### config.mk
export PLATFORM = sky130hd
export DESIGN_NAME = ripple_down_monitor
export DESIGN_NICKNAME = d
export VERILOG_FILES = /design/src/rtl/ripple_down_monitor.sv
export SDC_FILE = /design/constraint.sdc
export NUM_CORES = 1
export LEC_CHECK = 0
export CORE_ASPECT_RATIO = 1.4
export CORE_MARGIN = 2
export CORE_UTILIZATION = 35
export CTS_BUF_LIST = sky130_fd_sc_hd__clkbuf_8
export CTS_CLUSTER_DIAMETER = 60
export CTS_CLUSTER_SIZE = 40
export DETAILED_ROUTE_END_ITERATION = 6
export DONT_BUFFER_PORTS = 1
export PLACE_DENSITY_LB_ADDON = 0.15
export SLEW_MARGIN = 20
export SYNTH_ARGS = -nofsm -noshare
export SYNTH_HDL_FRONTEND = slang
export SYNTH_SLANG_ARGS = --single-unit
### constraint.sdc
create_clock -name clk -period 2.1 [get_ports clk]
set_input_delay 0.105 -clock clk [delete_from_list [all_inputs] [get_ports clk]]
set_output_delay 0.105 -clock clk [all_outputs]
set_load 0.01 [all_outputs]
### src/rtl/ripple_down_monitor.sv
// Consumer of the asynchronous ripple down counter: synchronises and debounces
// the raw count, accepts stable values, and checks that each accepted step is a decrement by one.
module ripple_down_monitor #(
  parameter int WIDTH         = 4,
  parameter int STABLE_CYCLES = 2,
  parameter int WRAP_W        = 8
) (
  input  logic              clk,
  input  logic              rst,
  input  logic              clr,
  input  logic [WIDTH-1:0]  cnt_in,
  output logic [WIDTH-1:0]  cnt_out,
  output logic              valid_out,
  output logic              wrap_pulse,
  output logic [WRAP_W-1:0] wrap_count,
  output logic              step_err,
  output logic              err_sticky,
  output logic              seeded
);

  localparam int STAB_W = $clog2(STABLE_CYCLES + 1);
  localparam logic [STAB_W-1:0] STAB_MAX = STAB_W'(STABLE_CYCLES);
  localparam logic [WIDTH-1:0]  ONES     = '1;

  typedef enum logic {SEED, TRACK} state_e;

  logic [WIDTH-1:0]  sync1_q, sync2_q;
  logic [WIDTH-1:0]  cand_q, cand_d;
  logic [STAB_W-1:0] stab_q, stab_d;
  state_e            state_q, state_d;
  logic [WIDTH-1:0]  cnt_out_q, cnt_out_d;
  logic              valid_q, valid_d;
  logic              wrap_q, wrap_d;
  logic              err_q, err_d;
  logic              sticky_q, sticky_d;
  logic [WRAP_W-1:0] wrap_cnt_q, wrap_cnt_d;
  logic [WIDTH-1:0]  dec_val;
  logic              accept;

  assign dec_val = cnt_out_q - WIDTH'(1);

  always_comb begin
    // NOTE: every combinational output gets a default first so no path leaves it unassigned (no latches).
    cand_d = cand_q;
    stab_d = stab_q;
    accept = 1'b0;
    if (sync2_q != cand_q) begin
      cand_d = sync2_q;
      stab_d = STAB_W'(1);
      accept = (STAB_MAX == STAB_W'(1));
    end else if (stab_q < STAB_MAX) begin
      stab_d = stab_q + STAB_W'(1);
      accept = (stab_d == STAB_MAX);
    end
    // clr freezes the candidate and discards any coincident accept.
    if (clr) begin
      cand_d = cand_q;
      stab_d = '0;
      accept = 1'b0;
    end
  end

  always_comb begin
    state_d    = state_q;
    cnt_out_d  = cnt_out_q;
    valid_d    = 1'b0;
    wrap_d     = 1'b0;
    err_d      = 1'b0;
    sticky_d   = sticky_q;
    wrap_cnt_d = wrap_cnt_q;
    if (clr) begin
      state_d    = SEED;
      sticky_d   = 1'b0;
      wrap_cnt_d = '0;
    end else if (accept) begin
      unique case (state_q)
        SEED: begin
          cnt_out_d = sync2_q;
          valid_d   = 1'b1;
          state_d   = TRACK;
        end
        TRACK: begin
          // A value equal to the current output is a glitch that settled back.
          if (sync2_q != cnt_out_q) begin
            cnt_out_d = sync2_q;
            valid_d   = 1'b1;
            if (sync2_q == dec_val) begin
              if (cnt_out_q == '0) begin
                wrap_d     = 1'b1;
                wrap_cnt_d = wrap_cnt_q + WRAP_W'(1);
              end
            end else begin
              err_d    = 1'b1;
              sticky_d = 1'b1;
            end
          end
        end
        default: state_d = SEED;
      endcase
    end
  end

  // NOTE: sequential state uses non-blocking assignments so all flops update together at the edge.
  always_ff @(posedge clk or posedge rst) begin
    if (rst) begin
      sync1_q    <= ONES;
      sync2_q    <= ONES;
      cand_q     <= ONES;
      stab_q     <= '0;
      state_q    <= SEED;
      cnt_out_q  <= ONES;
      valid_q    <= 1'b0;
      wrap_q     <= 1'b0;
      err_q      <= 1'b0;
      sticky_q   <= 1'b0;
      wrap_cnt_q <= '0;
    end else begin
      sync1_q    <= cnt_in;
      sync2_q    <= sync1_q;
      cand_q     <= cand_d;
      stab_q     <= stab_d;
      state_q    <= state_d;
      cnt_out_q  <= cnt_out_d;
      valid_q    <= valid_d;
      wrap_q     <= wrap_d;
      err_q      <= err_d;
      sticky_q   <= sticky_d;
      wrap_cnt_q <= wrap_cnt_d;
    end
  end

  assign cnt_out    = cnt_out_q;
  assign valid_out  = valid_q;
  assign wrap_pulse = wrap_q;
  assign wrap_count = wrap_cnt_q;
  assign step_err   = err_q;
  assign err_sticky = sticky_q;
  assign seeded     = (state_q == TRACK);

endmodule

# == Yosys cells after proc, flatten, opt, wreduce, memory -nomap -nowiden ==
# Index checks and enable logic that the tools add are counted.
# op_classes
add_sub_neg,3
n_lt_le_gt_ge,1
reduce_logical,11
bitwise,2
eq_ne,6
n_mux,36
# ops
operator,count
$mux W8,6
$mux W1,24
$reduce_bool A2 Y1,5
$add A8 B1 Y8 const B,1
$ne A4 B4 Y1,2
$pmux W4 S2,1
$mux W2,3
$reduce_and A5 Y1,1
$eq A4 B4 Y1,1
$logic_not A4 Y1,1
$mux W4,1
$reduce_and A4 Y1,1
$sub A4 B1 Y4 const B,1
$reduce_and A3 Y1,1
$reduce_bool A3 Y1,1
$add A2 B1 Y2 const B,1
$eq A2 B2 Y1 const B,1
$lt A2 B2 Y1 const B,1
$ne A2 B1 Y1 const B,1
$ne A2 B2 Y1 const B,1
$not A1 Y1,2
$pmux W1 S2,1
$reduce_and A2 Y1,1
# totals
reg_bits,31
input_bits,7
out_inout_bits,17
elab_cells,70

# == Longest topological paths before layout ==
# logic_depth
ltp_word,7
depth_mapped,8

# == Worst setup path after synthesis ==
# OpenSTA, ideal clock, no wires.
# synth_path
path_type,register -> register
from,register cnt_out_q[0] (netlist: cnt_out[0])
to,register wrap_cnt_q[3] (netlist: wrap_count[3])
arrival_ns,2.163
path_stages_with_launch,8
path_slack_ns,-0.141
path_buffers,0
t_required_ns,2.022
synth_period_minus_slack_ns,2.241
path_cell_list,dfstp_2 inv_1 ha_1 xor2_1 nand2_2 or3_1 or4_1 a21oi_1
# synth_via
elab_chain_cells,4
elab_cells_between_ends,8
# synth_lines
element,line_no,source
"start, declared",31,"logic [WIDTH-1:0] cnt_out_q, cnt_out_d;"
"start signal, assigned",123,cnt_out_q <= cnt_out_d;
$sub A4 B1 Y4,40,assign dec_val = cnt_out_q - WIDTH'(1);
$eq A4 B4 Y1,87,if (sync2_q == dec_val) begin
$reduce_bool A2 Y1 (no line),--,
$reduce_and A5 Y1 (no line) *,--,
"end signal, assigned",128,wrap_cnt_q <= wrap_cnt_d;
"end, declared",36,"logic [WRAP_W-1:0] wrap_cnt_q, wrap_cnt_d;"
# Every way passes the cells marked *; elsewhere a longest branch is shown, timed or not.
# A chain may end at the register's enable or synchronous reset.

# == Worst setup path after layout ==
# layout_path
from,register cnt_out_q[1] (netlist: cnt_out[1])
to,register wrap_cnt_q[2] (netlist: wrap_count[2])
# Same word-level chain as after synthesis.

==> impl_metrics.toml <==
[pwr]
power_switching_mw = 0.566
p_seq_frac = 0.391
pwr-share-comb = 0.339
leakagePower_nw = 0.809
clock_power_share = 0.270
power-per-cell-area_nw_per_um2 = 947
p_int_mw = 1.29
vdd_ir_drop_max_mv = 0.521
sw_frac_of_total = 0.304
totalPowerFinal_mw = 1.86

[logic_synthesis]
async_flop_share = 1.00
synth-edff-count = 0
yosysWarningCount = 0
number_of_distinct_library_cells_after_synthesis = 37
synthesis.area_um2 = 1490
synth.yosys.seq_area_share = 0.535
syn_nets = 132
syn-mean-instance-area_um2 = 12.2
synth.ff_latch_count = 31
synth_flop_cell = "sky130_fd_sc_hd__dfstp_2"
post_synth_inst_count = 122

[global_routing]
grt_antenna_before_repair = 0
grt_pass1_wl_mm = 4.91
grt_max_degree = 32
grt_pass1_vias = 1074
gr-total-overflow = 0
gr-usage-all-layers = 0.140

[detailed_routing]
routedLengthMet1_mm = 1.17
dr.pass1.iters = 4
initialDrtViolationCount = 55
routed-wl-met2_mm = 1.63
dr.max_layer_used = "met4"
detailroute.via_count = 1069
postRouteAntennaNets = 0
wl_met3_um = 177
drt-wirelength-per-cell_um = 15.2
drt_drc_violations_left = 0
route.final.wire_length_mm = 3.05
vias_per_cell = 5.35

[placement]
post-dp-hpwl_mm = 1.99
port_buffers = 0
gp_congestion = 0.853

[clocking]
clkSinkCount = 31
cts-buffers-inserted = 5
cts_max_path_buffers = 2
cts_tree = "built"
holdBufCountCts = 11
worstSkewPairLatency_ns = 0.28
clk_pin_slew_worst_paths_ns = 0.06
h-tree-depth = 2
clockRootBuffer = "sky130_fd_sc_hd__clkbuf_8"

[worst_setup_path]
startpoint = "cnt_out[1]$_DFFE_PP1P_"
worstPathArrival_ns = 2.31
worst_ep_required_time_ns = 2.31
worst-setup-path-type = "flip-flop to flip-flop"
cp-start-kind = "flip-flop"
worst-path-max-fanout = 5
endpoint_kind = "flip-flop"
worstReg2RegStart = "cnt_out[1]$_DFFE_PP1P_"

[die]
die_x_um = 59.1
initial_utilization = 0.357
core_area_um2 = 4170
chipHeight_um = 81.1
rows = 28
io_pins = 24
die_area_um2 = 4800

[sta]
hold_viol = 8
timing.final.setup_violations = 0
hold_ws_ns = -0.122
layout_worst_path_cycle_share = 0.999
final.setup_skew_ns = 0.00446
fmax_ghz = 0.477
final_max_slew_viol_count = 0
layout_min_cycle_time_ns = 2.10
timing_worst_slew_pin_value_ns = 0.381
slew-limit-headroom = 0.746
rsz0062_at_grt = "true"

[hold_path]
min_from = "clr"
worst_hold_class = "primary input to flip-flop"

[cells_and_area]
antenna-diode-count = 0
nNetsFinal = 164
post_route_cells_drive_above_1_share = 0.445
areaGrowthSynthToFinish_pct = 32.0

[flow_run]
drv_cap = 0

[status]
result_of_the_run = "finished with violations"
failing_checks = "hold timing"
-- state kept, by name (all words and copies together) (netlist names) --
register / flops
wrap_count: 8
wrap_pulse: 1
seeded: 1
stab_q: 2
sync1_q: 4
cnt_out: 4
err_sticky: 1
valid_out: 1
sync2_q: 4
cand_q: 4
step_err: 1
-- path summary, 6_finish.rpt --
check	endpoint	slack, ns	cells past startpoint
max	wrap_count[2]$_DFFE_PP0P_	0.002	7
min	wrap_count[2]$_DFFE_PP0P_	-0.12	1
max reg2reg	wrap_count[2]$_DFFE_PP0P_	0.002	7
min reg2reg	sync2_q[0]$_DFF_PP1_	0.35	0
max in group asynchronous	sync2_q[1]$_DFF_PP1_	1.43	3
min in group asynchronous	stab_q[0]$_DFFE_PP0P_	0.35	3
-- cells in the final DEF, fill, tap and decap left out, types with 3 or more instances in the layout --
master	instances
sky130_fd_sc_hd__dlygate4sd3_1	10
sky130_fd_sc_hd__clkbuf_8	7
sky130_fd_sc_hd__dfrtp_1	15
sky130_fd_sc_hd__buf_4	17
sky130_fd_sc_hd__nand2_1	3
sky130_fd_sc_hd__mux2_2	4
sky130_fd_sc_hd__nand3_1	5
sky130_fd_sc_hd__a21oi_1	9
sky130_fd_sc_hd__mux2_1	4
sky130_fd_sc_hd__inv_1	6
sky130_fd_sc_hd__xor2_2	4
sky130_fd_sc_hd__nor2_1	5
sky130_fd_sc_hd__dfstp_2	16
sky130_fd_sc_hd__xor2_1	7
sky130_fd_sc_hd__and3_1	3
-- cell families (layout without fill, tap and decap cells) --
logic type | Yosys count | count (layout) | synth area share
AND/OR/NAND/NOR | 35 | 36 | 0.162
flip-flops | 31 | 31 | 0.535
AO/OA/AOI/OAI | 22 | 22 | 0.103
XOR/XNOR | 12 | 12 | 0.0706
buffers and inverters | 11 | 43 | 0.0437
multiplexers | 8 | 8 | 0.0606
adder cells (fa/ha/maj) | 3 | 3 | 0.0252
-- per-stage QoR --
| stage | TNS [ns] | cell area (µm²) | utilization | std cells | setup WS [ns] |
|---|---|---|---|---|---|
| finish | 0 | 1960 | 0.471 | 200 | 0.00245 |
| global route | -0.286 | 1960 | 0.471 | 200 | -0.0701 |
| CTS | -0.212 | 1870 | 0.448 | 199 | -0.0993 |
| detailed placement | -0.148 | 1630 | 0.391 | 179 | -0.0882 |
| global placement | -0.0873 | 1630 | 0.391 | 179 | -0.0599 |
| floorplan | -0.176 | 1490 | - | 122 | -0.0589 |
-- power groups by stage --
| stage | logic (mW) | clock network (mW) | registers, mW |
|---|---|---|---|
| 3_5_place_dp | 0.513 | 0 | 0.728 |
| 5_1_grt | 0.686 | 0.556 | 0.734 |
| 3_3_place_gp | 0.506 | 0 | 0.727 |
| 2_1_floorplan | 0.285 | 0 | 0.756 |
| 4_1_cts | 0.591 | 0.522 | 0.720 |
| 6_report | 0.631 | 0.502 | 0.727 |
-- Yosys cell counts, types with 3 or more instances --
cell                      count  share of area
sky130_fd_sc_hd__dfrtp_1     15           0.25
sky130_fd_sc_hd__xor2_1      12          0.071
sky130_fd_sc_hd__o41ai_1      3          0.018
sky130_fd_sc_hd__mux2_2       4          0.030
sky130_fd_sc_hd__nand3_1      5          0.017
sky130_fd_sc_hd__dfstp_2     16           0.28
sky130_fd_sc_hd__nand2_1      3         0.0076
sky130_fd_sc_hd__mux2_1       4          0.030
sky130_fd_sc_hd__and3_1       3          0.013
sky130_fd_sc_hd__nor2_1       5          0.013
sky130_fd_sc_hd__a21oi_1     10          0.034
sky130_fd_sc_hd__ha_1         3          0.025
sky130_fd_sc_hd__inv_1        7          0.018
-- area by class of cell --
class	count	area (µm²)
tap	45	56.3
sequential	31	796
multi-input combinational	81	744
clock inverter	1	3.75
inverter	7	26.3
timing repair buffer	28	240
fill	390	2210
clock buffer	7	96.3
-- what timing repair did --
item | CTS | global route
pin swaps | 4 | 6
setup endpoints to repair | 4 | 7
gates cloned | 1 | 0
buffers inserted | 0 | 1
hold endpoints to repair | 33 | 8
gates resized for setup | 3 | 13
-- per-layer routing --
metal / GRT usage / up-vias
met4: 0.0773 / 0
met5: 0 / -
li1: - / 504
met3: 0.0605 / 7
met1: 0.140 / 535
met2: 0.238 / 23
-- critical path, cell delays in order, from the launching register on --
cell and delay [ns]:
sky130_fd_sc_hd__dfstp_2 0.53, sky130_fd_sc_hd__inv_2 0.04, sky130_fd_sc_hd__ha_4 0.26, sky130_fd_sc_hd__xor2_2 0.14
sky130_fd_sc_hd__nand2_2 0.08, sky130_fd_sc_hd__or3_4 0.37, sky130_fd_sc_hd__or4_4 0.49, sky130_fd_sc_hd__a21oi_2 0.12
Power figures use the tool's default switching activity.
